[src/rtl/serial_subtractor_pkg.sv]
// Shared types and constants for the bit-serial subtractor.
package subtractor_pkg;

  localparam int unsigned DEFAULT_WIDTH = 8;

  typedef enum logic [1:0] {
    IDLE  = 2'd0,
    SHIFT = 2'd1,
    DONE  = 2'd2
  } state_e;

endpackage : subtractor_pkg

[src/rtl/serial_subtractor_fs.sv]
// One-bit full subtractor: x - y - bin.
module full_subtractor (
  input  logic x,
  input  logic y,
  input  logic bin,
  output logic d,
  output logic bout
);

  assign d    = x ^ y ^ bin;
  assign bout = (~x & y) | (~(x ^ y) & bin);

endmodule : full_subtractor

[src/rtl/serial_subtractor.sv]
// Bit-serial a - b: one bit per clock LSB first, result held until taken.
module serial_subtractor
  import subtractor_pkg::*;
#(
  parameter int unsigned WIDTH = DEFAULT_WIDTH
) (
  input  logic             clk,
  input  logic             rst_n,
  input  logic             in_valid,
  output logic             in_ready,
  input  logic [WIDTH-1:0] a,
  input  logic [WIDTH-1:0] b,
  output logic             out_valid,
  input  logic             out_ready,
  output logic [WIDTH-1:0] diff,
  output logic             borrow,
  output logic             ovf
);

  localparam int unsigned      CNT_W    = $clog2(WIDTH);
  localparam logic [CNT_W-1:0] CNT_LAST = CNT_W'(WIDTH - 1);

  state_e state_q, state_d;

  logic             in_ready_q, in_ready_d;
  logic             out_valid_q, out_valid_d;
  logic [WIDTH-1:0] a_q, a_d;
  logic [WIDTH-1:0] b_q, b_d;
  logic [WIDTH-1:0] diff_q, diff_d;
  logic [CNT_W-1:0] cnt_q, cnt_d;
  logic             bin_q, bin_d;
  logic             ovf_q, ovf_d;
  logic             a_msb_q, a_msb_d;
  logic             b_msb_q, b_msb_d;

  logic accept_c;
  logic shift_c;
  logic last_c;
  logic fs_d;
  logic fs_bout;

  assign accept_c = (state_q == IDLE) & in_valid;
  assign shift_c  = (state_q == SHIFT);
  assign last_c   = shift_c & (cnt_q == CNT_LAST);

  full_subtractor u_fs (
    .x    (a_q[0]),
    .y    (b_q[0]),
    .bin  (bin_q),
    .d    (fs_d),
    .bout (fs_bout)
  );

  // State register
  always_ff @(posedge clk or negedge rst_n) begin
    if (!rst_n) begin
      state_q <= IDLE;
    end else begin
      state_q <= state_d;
    end
  end

  // Next-state logic
  always_comb begin
    state_d = state_q;
    unique case (state_q)
      IDLE:    if (accept_c)  state_d = SHIFT;
      SHIFT:   if (last_c)    state_d = DONE;
      DONE:    if (out_ready) state_d = IDLE;
      default: state_d = IDLE;
    endcase
  end

  // Handshake flags decoded from the upcoming state so they register in step with it
  always_comb begin
    in_ready_d  = 1'b0;
    out_valid_d = 1'b0;
    unique case (state_d)
      IDLE:    in_ready_d  = 1'b1;
      DONE:    out_valid_d = 1'b1;
      default: ;
    endcase
  end

  // Datapath next-state: load on accept, one bit per SHIFT edge
  always_comb begin
    a_d     = a_q;
    b_d     = b_q;
    diff_d  = diff_q;
    cnt_d   = cnt_q;
    bin_d   = bin_q;
    ovf_d   = ovf_q;
    a_msb_d = a_msb_q;
    b_msb_d = b_msb_q;
    if (accept_c) begin
      a_d     = a;
      b_d     = b;
      cnt_d   = '0;
      bin_d   = 1'b0;
      ovf_d   = 1'b0;
      a_msb_d = a[WIDTH-1];
      b_msb_d = b[WIDTH-1];
    end else if (shift_c) begin
      a_d    = {1'b0, a_q[WIDTH-1:1]};
      b_d    = {1'b0, b_q[WIDTH-1:1]};
      diff_d = {fs_d, diff_q[WIDTH-1:1]};
      bin_d  = fs_bout;
      cnt_d  = cnt_q + CNT_W'(1);
      // fs_d is the result MSB on the final bit
      if (last_c) begin
        ovf_d = (a_msb_q ^ b_msb_q) & (fs_d ^ a_msb_q);
      end
    end
  end

  // Datapath and handshake registers
  always_ff @(posedge clk or negedge rst_n) begin
    if (!rst_n) begin
      in_ready_q  <= 1'b1;
      out_valid_q <= 1'b0;
      a_q         <= '0;
      b_q         <= '0;
      diff_q      <= '0;
      cnt_q       <= '0;
      bin_q       <= 1'b0;
      ovf_q       <= 1'b0;
      a_msb_q     <= 1'b0;
      b_msb_q     <= 1'b0;
    end else begin
      in_ready_q  <= in_ready_d;
      out_valid_q <= out_valid_d;
      a_q         <= a_d;
      b_q         <= b_d;
      diff_q      <= diff_d;
      cnt_q       <= cnt_d;
      bin_q       <= bin_d;
      ovf_q       <= ovf_d;
      a_msb_q     <= a_msb_d;
      b_msb_q     <= b_msb_d;
    end
  end

  assign in_ready  = in_ready_q;
  assign out_valid = out_valid_q;
  assign diff      = diff_q;
  assign borrow    = bin_q;
  assign ovf       = ovf_q;

endmodule : serial_subtractor
[config.mk]
export PLATFORM = sky130hd
export DESIGN_NAME = serial_subtractor
export DESIGN_NICKNAME = d
export VERILOG_FILES = /design/src/rtl/serial_subtractor_pkg.sv /design/src/rtl/serial_subtractor_fs.sv /design/src/rtl/serial_subtractor.sv
export SDC_FILE = /design/constraint.sdc
export NUM_CORES = 1
export LEC_CHECK = 0
export ABC_AREA = 1
export ABC_CLOCK_PERIOD_IN_PS = 1400
export CAP_MARGIN = 20
export CORE_MARGIN = 3
export CORE_UTILIZATION = 48
export CTS_BUF_LIST = sky130_fd_sc_hd__clkbuf_4 sky130_fd_sc_hd__clkbuf_8
export DETAILED_ROUTE_END_ITERATION = 10
export GPL_TIMING_DRIVEN = 0
export PLACE_DENSITY = 0.78
export SYNTH_ARGS = -nofsm -noshare
export SYNTH_HDL_FRONTEND = slang
export SYNTH_SLANG_ARGS = --single-unit
export TNS_END_PERCENT = 30
[constraint.sdc]
create_clock -name clk -period 1.4 [get_ports clk]
set_input_delay 0.28 -clock clk [delete_from_list [all_inputs] [get_ports clk]]
set_output_delay 0.28 -clock clk [all_outputs]
set_load 0.02 [all_outputs]
# ---- After elaboration in Yosys (flattened, before gate mapping)
# Cells that the tools add are included.
dict set report totals {
  input_bits 20
  ramBits 0
  ff_bits 35
  mem_bits_ro 0
  mem_count 0
  latchBits 0
}
dict set report classes {
  n_reduce_logical 6
  n_shift 0
  n_mul 0
  mux 17
  n_bitwise 13
  magnitude_cmp 0
  add_sub_neg 1
  div 0
  eq_ne 4
}
# op count
set op_table {}
lappend op_table {{$mux W8} 4}
lappend op_table {{$mux W1} 7}
lappend op_table {{$mux W2} 3}
lappend op_table {{$mux W3} 2}
lappend op_table {{$pmux W2 S3} 1}
lappend op_table {{$and A1 B1 Y1} 5}
lappend op_table {{$eq A2 B2 Y1 const B} 2}
lappend op_table {{$logic_not A2 Y1} 2}
lappend op_table {{$reduce_and A2 Y1} 2}
lappend op_table {{$reduce_bool A2 Y1} 2}
lappend op_table {{$xor A1 B1 Y1} 4}
lappend op_table {{$add A3 B1 Y3 const B} 1}
lappend op_table {{$eq A3 B3 Y1 const B} 1}
lappend op_table {{$not A1 Y1} 3}
lappend op_table {{$eq A2 B1 Y1 const B} 1}
lappend op_table {{$or A1 B1 Y1} 1}

# ---- Depth between registers and ports, before layout
dict set report depth {
  depth_word 7
  ltp_mapped 7
}

# ---- Hierarchy
# Synthesis repeated with hierarchy kept, for this count alone.
dict set report unflattened {
  cells_unflattened 206
  area_unflattened_um2 1621.6
}
# mod area_each_um2 cells_per_inst n_inst
set by_module_without_submodules {}
lappend by_module_without_submodules {serial_subtractor 1590.3 202 1}
lappend by_module_without_submodules {full_subtractor 31.3 4 1}

# ---- Worst setup path before layout
# OpenSTA, ideal clock, no wires.
dict set report synth_path {
  kind {register -> register}
  start {reg bin_q (netlist: borrow)}
  end {reg ovf_q (netlist: ovf)}
  arrival_ns 1.290
  setup_slack_ns -0.005
  period_less_slack_ns 1.405
  setup_time_ns 0.116
  stages_incl_launch_ff 7
  required_time_ns 1.284
  path_cell_list {dfrtp_1 > fa_1 > inv_1 > nand3_1 > nand2_1 > nor2_1 > nor2_1}
}
dict set report synth_via {
  elab_chain_len 6
}
# item line
set synth_rtl {}
lappend synth_rtl {{start: declaration} serial_subtractor.sv:31} ;# logic bin_q, bin_d;
lappend synth_rtl {{start signal: assignment} serial_subtractor.sv:136} ;# bin_q <= bin_d;
lappend synth_rtl {{$xor A1 B1 Y1} serial_subtractor_fs.sv:10} ;# assign d = x ^ y ^ bin;
lappend synth_rtl {{$xor A1 B1 Y1} serial_subtractor.sv:111} ;# ovf_d = (a_msb_q ^ b_msb_q) & (fs_d ^ a_msb_q);
lappend synth_rtl {{$and A1 B1 Y1} serial_subtractor.sv:111}
lappend synth_rtl {{$mux W1} serial_subtractor.sv:110} ;# if (last_c) begin
lappend synth_rtl {{$mux W1} serial_subtractor.sv:103} ;# end else if (shift_c) begin
lappend synth_rtl {{$mux W1} serial_subtractor.sv:95} ;# if (accept_c) begin
lappend synth_rtl {{end signal: assignment} serial_subtractor.sv:137} ;# ovf_q <= ovf_d;
lappend synth_rtl {{end: declaration} serial_subtractor.sv:32} ;# logic ovf_q, ovf_d;
# Every way passes these cells. The select of a mux whose other input is x is not followed.
# A chain may end at the register's enable or synchronous reset.

# ---- Worst setup path in the final report
# Same ends and word-level chain as after synthesis.

==> summary.md <==
| Metric | Value |
|---|---|
| Outcome | finished, violations left |
| Failing checks | hold timing, setup timing |
| Average cell area after synthesis | roughly 8.0 µm² |
| Peak VDD IR | 1020 µV |
| Reg2Reg Depth | 6 |
| Critical path's largest stage delay | 0.61 ns |
| Syn_nets | 227 |
| Bufs on Longest Clock Path | 2 |
| YS warnings | 0 |
| DRT iter0 DRCs | 72 |
| Cell variety after synth | 17 |
| WS Path Type | reg -> reg |
| Hold WC Path Type | in -> async |
| RSZ-0062 raised after global routing | yes |
| Synth Cell Area | 1630 µm² |
| CTS tree | yes |
| Post-synthesis cell count | 204 |
| Port Buffer Count | 31 |
| Fmax | 0.688 GHz |
| Vias in the first global route | roughly 1200 |
| Antenna cells | 0 |
| DRC | 0 |
| Largest net degree at the start of global routing | 36 |
| Worst Setup Slack, final | -0.0529 ns |
| NumNets Final | 266 |
| Die Y | about 64 µm |
| Setup Skew | 0.0106 ns |
| CP max-delay cell | fa_1 |
| RePlAce Congestion | 0.795 |
| Final Setup Violations | 1 |
| Via-to-Cell Ratio | 4.56 |
| Max Cap Viol | 0 |
| Total track usage | 0.176 |
| Antenna-violating nets left | 0 |
| Area grow syn2layout | 25.8% |
| First drt pass iteration count | 4 |
| Grt ovf | 0 |
| First-pass GRT wire length | about 5.5 mm |
| Die area | 4130 µm² |
| Reg clk slew, reported paths | 0.11 ns |
| Worst Path Arrival | between 1.5 and 2 ns |
| Placed inst area | 1990 µm² |
| Htree depth | 2 |
| Final hold vios | 1 |
| Share of cells above drive strength 1 | 0.139 |
| # rows | 20 |
| DR WL/cell | 10.9 µm |
| Post-layout min period | 1.45 ns |
| Worst slew pin tran | between 0.7 and 0.8 ns |
| Core ar. | 3150 µm² |
| Root buffer cell | clkbuf_4 |
| Post-route clock period utilization | 1.04 |
| Final core occ | 0.650 |
| Synthesized flop and latch total | 35 |
| Crit-path cells | fa_1, inv_2, nand3_2, nand2_2, nor2_2, nor2_1 |
| Worst-Skew Late Latency | 0.34 ns |
| Initial Util | 0.517 |
| Final Instance Area | ~2100 µm² |
| Required @ worst endpoint | 1.64 ns |
| Hold Buf Count CTS | 0 |
| Die Span X | 64.3 µm |
| Clock sink count | 35 |
| Lkg Pwr | 1.13 nW |
| Worst-path fanout max | 3 |
| Power Density | 2030 nW/µm² |
| Slew Viols, Final | 0 |
| Rel. slew slack | 0.496 |
| DRT Wirelength | between 3 and 4 mm |
| WHS | -0.0105 ns |
| Sequential element share of the synthesized area | 0.538 |
| Ports | 32 |
| Cts bufs inserted | 5 |
| Crit start category | flip-flop |
| Vias | 1313 |
| Initial antenna violation count | 0 |
| Crit end category | flip-flop |
| DP HPWL | 2.27 mm |
| Post-layout power | 4.17 mW |
-- cell usage in the layout, fill, tap and decap left out --
cell type	Yosys	final
inv_1	24	22
o21ai_2	1	1
clkbuf_2	0	2
dfrtp_1	34	33
dfstp_2	1	1
nand2_2	2	3
clkbuf_4	0	6
clkdlybuf4s15_1	0	3
buf_2	1	3
dlygate4sd2_1	0	6
clkdlybuf4s50_1	0	18
inv_2	2	4
o21ai_0	13	13
nand3_1	5	4
ha_1	2	2
nor2_4	2	2
fa_1	1	1
clkinv_2	0	1
o21ai_1	2	2
nor2_1	4	3
dfrtp_2	0	1
clkbuf_8	0	1
nor2_2	0	1
buf_4	3	4
nand3_2	0	1
buf_6	3	3
nand2_1	104	103
-- Yosys cell counts, drive strengths merged --
cell | instances | area share
buf | 7 | 0.038
dfrtp | 34 | 0.52
dfstp | 1 | 0.016
fa | 1 | 0.012
ha | 2 | 0.015
inv | 26 | 0.060
nand2 | 106 | 0.25
nand3 | 5 | 0.015
nor2 | 6 | 0.023
o21ai | 16 | 0.051
-- cells by family after synthesis --
| kind of cell | share of synthesized area |
|---|---|
| AO/OA/AOI/OAI | 0.0514 |
| buffers and inverters | 0.0975 |
| flip-flops | 0.538 |
| AND/OR/NAND/NOR | 0.285 |
| adder cells (fa/ha/maj) | 0.0276 |
-- final timing paths --
path                                startpoint                  end  slack (ns)
setup / recovery            borrow$_DFFE_PN0P_      ovf$_DFFE_PN0P_       -0.05
hold / removal                           rst_n   b_q[3]$_DFFE_PN0P_       -0.01
setup reg to reg            borrow$_DFFE_PN0P_      ovf$_DFFE_PN0P_       -0.05
hold reg to reg            diff[0]$_DFFE_PN0P_  diff[0]$_DFFE_PN0P_        0.48
max in group asynchronous                rst_n   borrow$_DFFE_PN0P_        0.87
min in group clk                          b[0]   b_q[0]$_DFFE_PN0P_        0.48
-- layer usage --
layer,global-route usage,wire length [µm],vias up
met4,0.0739,58,0
met2,0.268,1440,31
met3,0.0721,152,7
met5,0,0,-
met1,0.222,1490,590
li1,-,-,685
-- what timing repair did --
item,in CTS,in global routing
endpoints found under the setup margin,13,6
resized for setup,17,10
pin swaps,1,4
setup buffers,0,1
-- critical path, delay by kind of cell, from the launching register on --
family                     cells  cell delay [ns]
adders and majority gates      1             0.61
DFF                            1             0.43
and+or+nand+nor                4             0.26
buffers and inverters          1             0.05
-- state kept, by name (all words and copies together) (netlist names) --
name / flops
a_msb_q: 1
diff: 8
cnt_q: 3
borrow: 1
a_q: 8
ovf: 1
b_q: 8
b_msb_q: 1
state_q: 2
in_ready: 1
out_valid: 1
-- report_power, final --
| group | total [mW] | switching (mW) | internal, mW |
|---|---|---|---|
| clock | 0.580 | 0.318 | 0.263 |
| combinational | 1.87 | 1.13 | 0.730 |
| sequential | 1.72 | 0.264 | 1.46 |
-- through the flow --
stage	setup WS, ns	setup TNS, ns	instances
after floorplan	0.0210	0	204
after global placement	-0.812	-25.56	279
after detailed placement	-0.187	-1.64	279
after CTS	-0.0270	-0.0270	287
after global routing	-0.117	-0.117	288
final	-0.0529	-0.0529	288
-- final cells by class --
class / count / area (µm²)
plain buffers: 7 / 61.3
inverters: 26 / 97.6
flip-flops and latches: 35 / 878
repair buffers: 32 / 290
fillers: 298 / 1100
multi-input cells: 136 / 604
clock buffers: 7 / 58.8
well taps: 44 / 55.1
clock inverters: 1 / 5.00
Note: power is estimated with default switching activity, not from simulation.
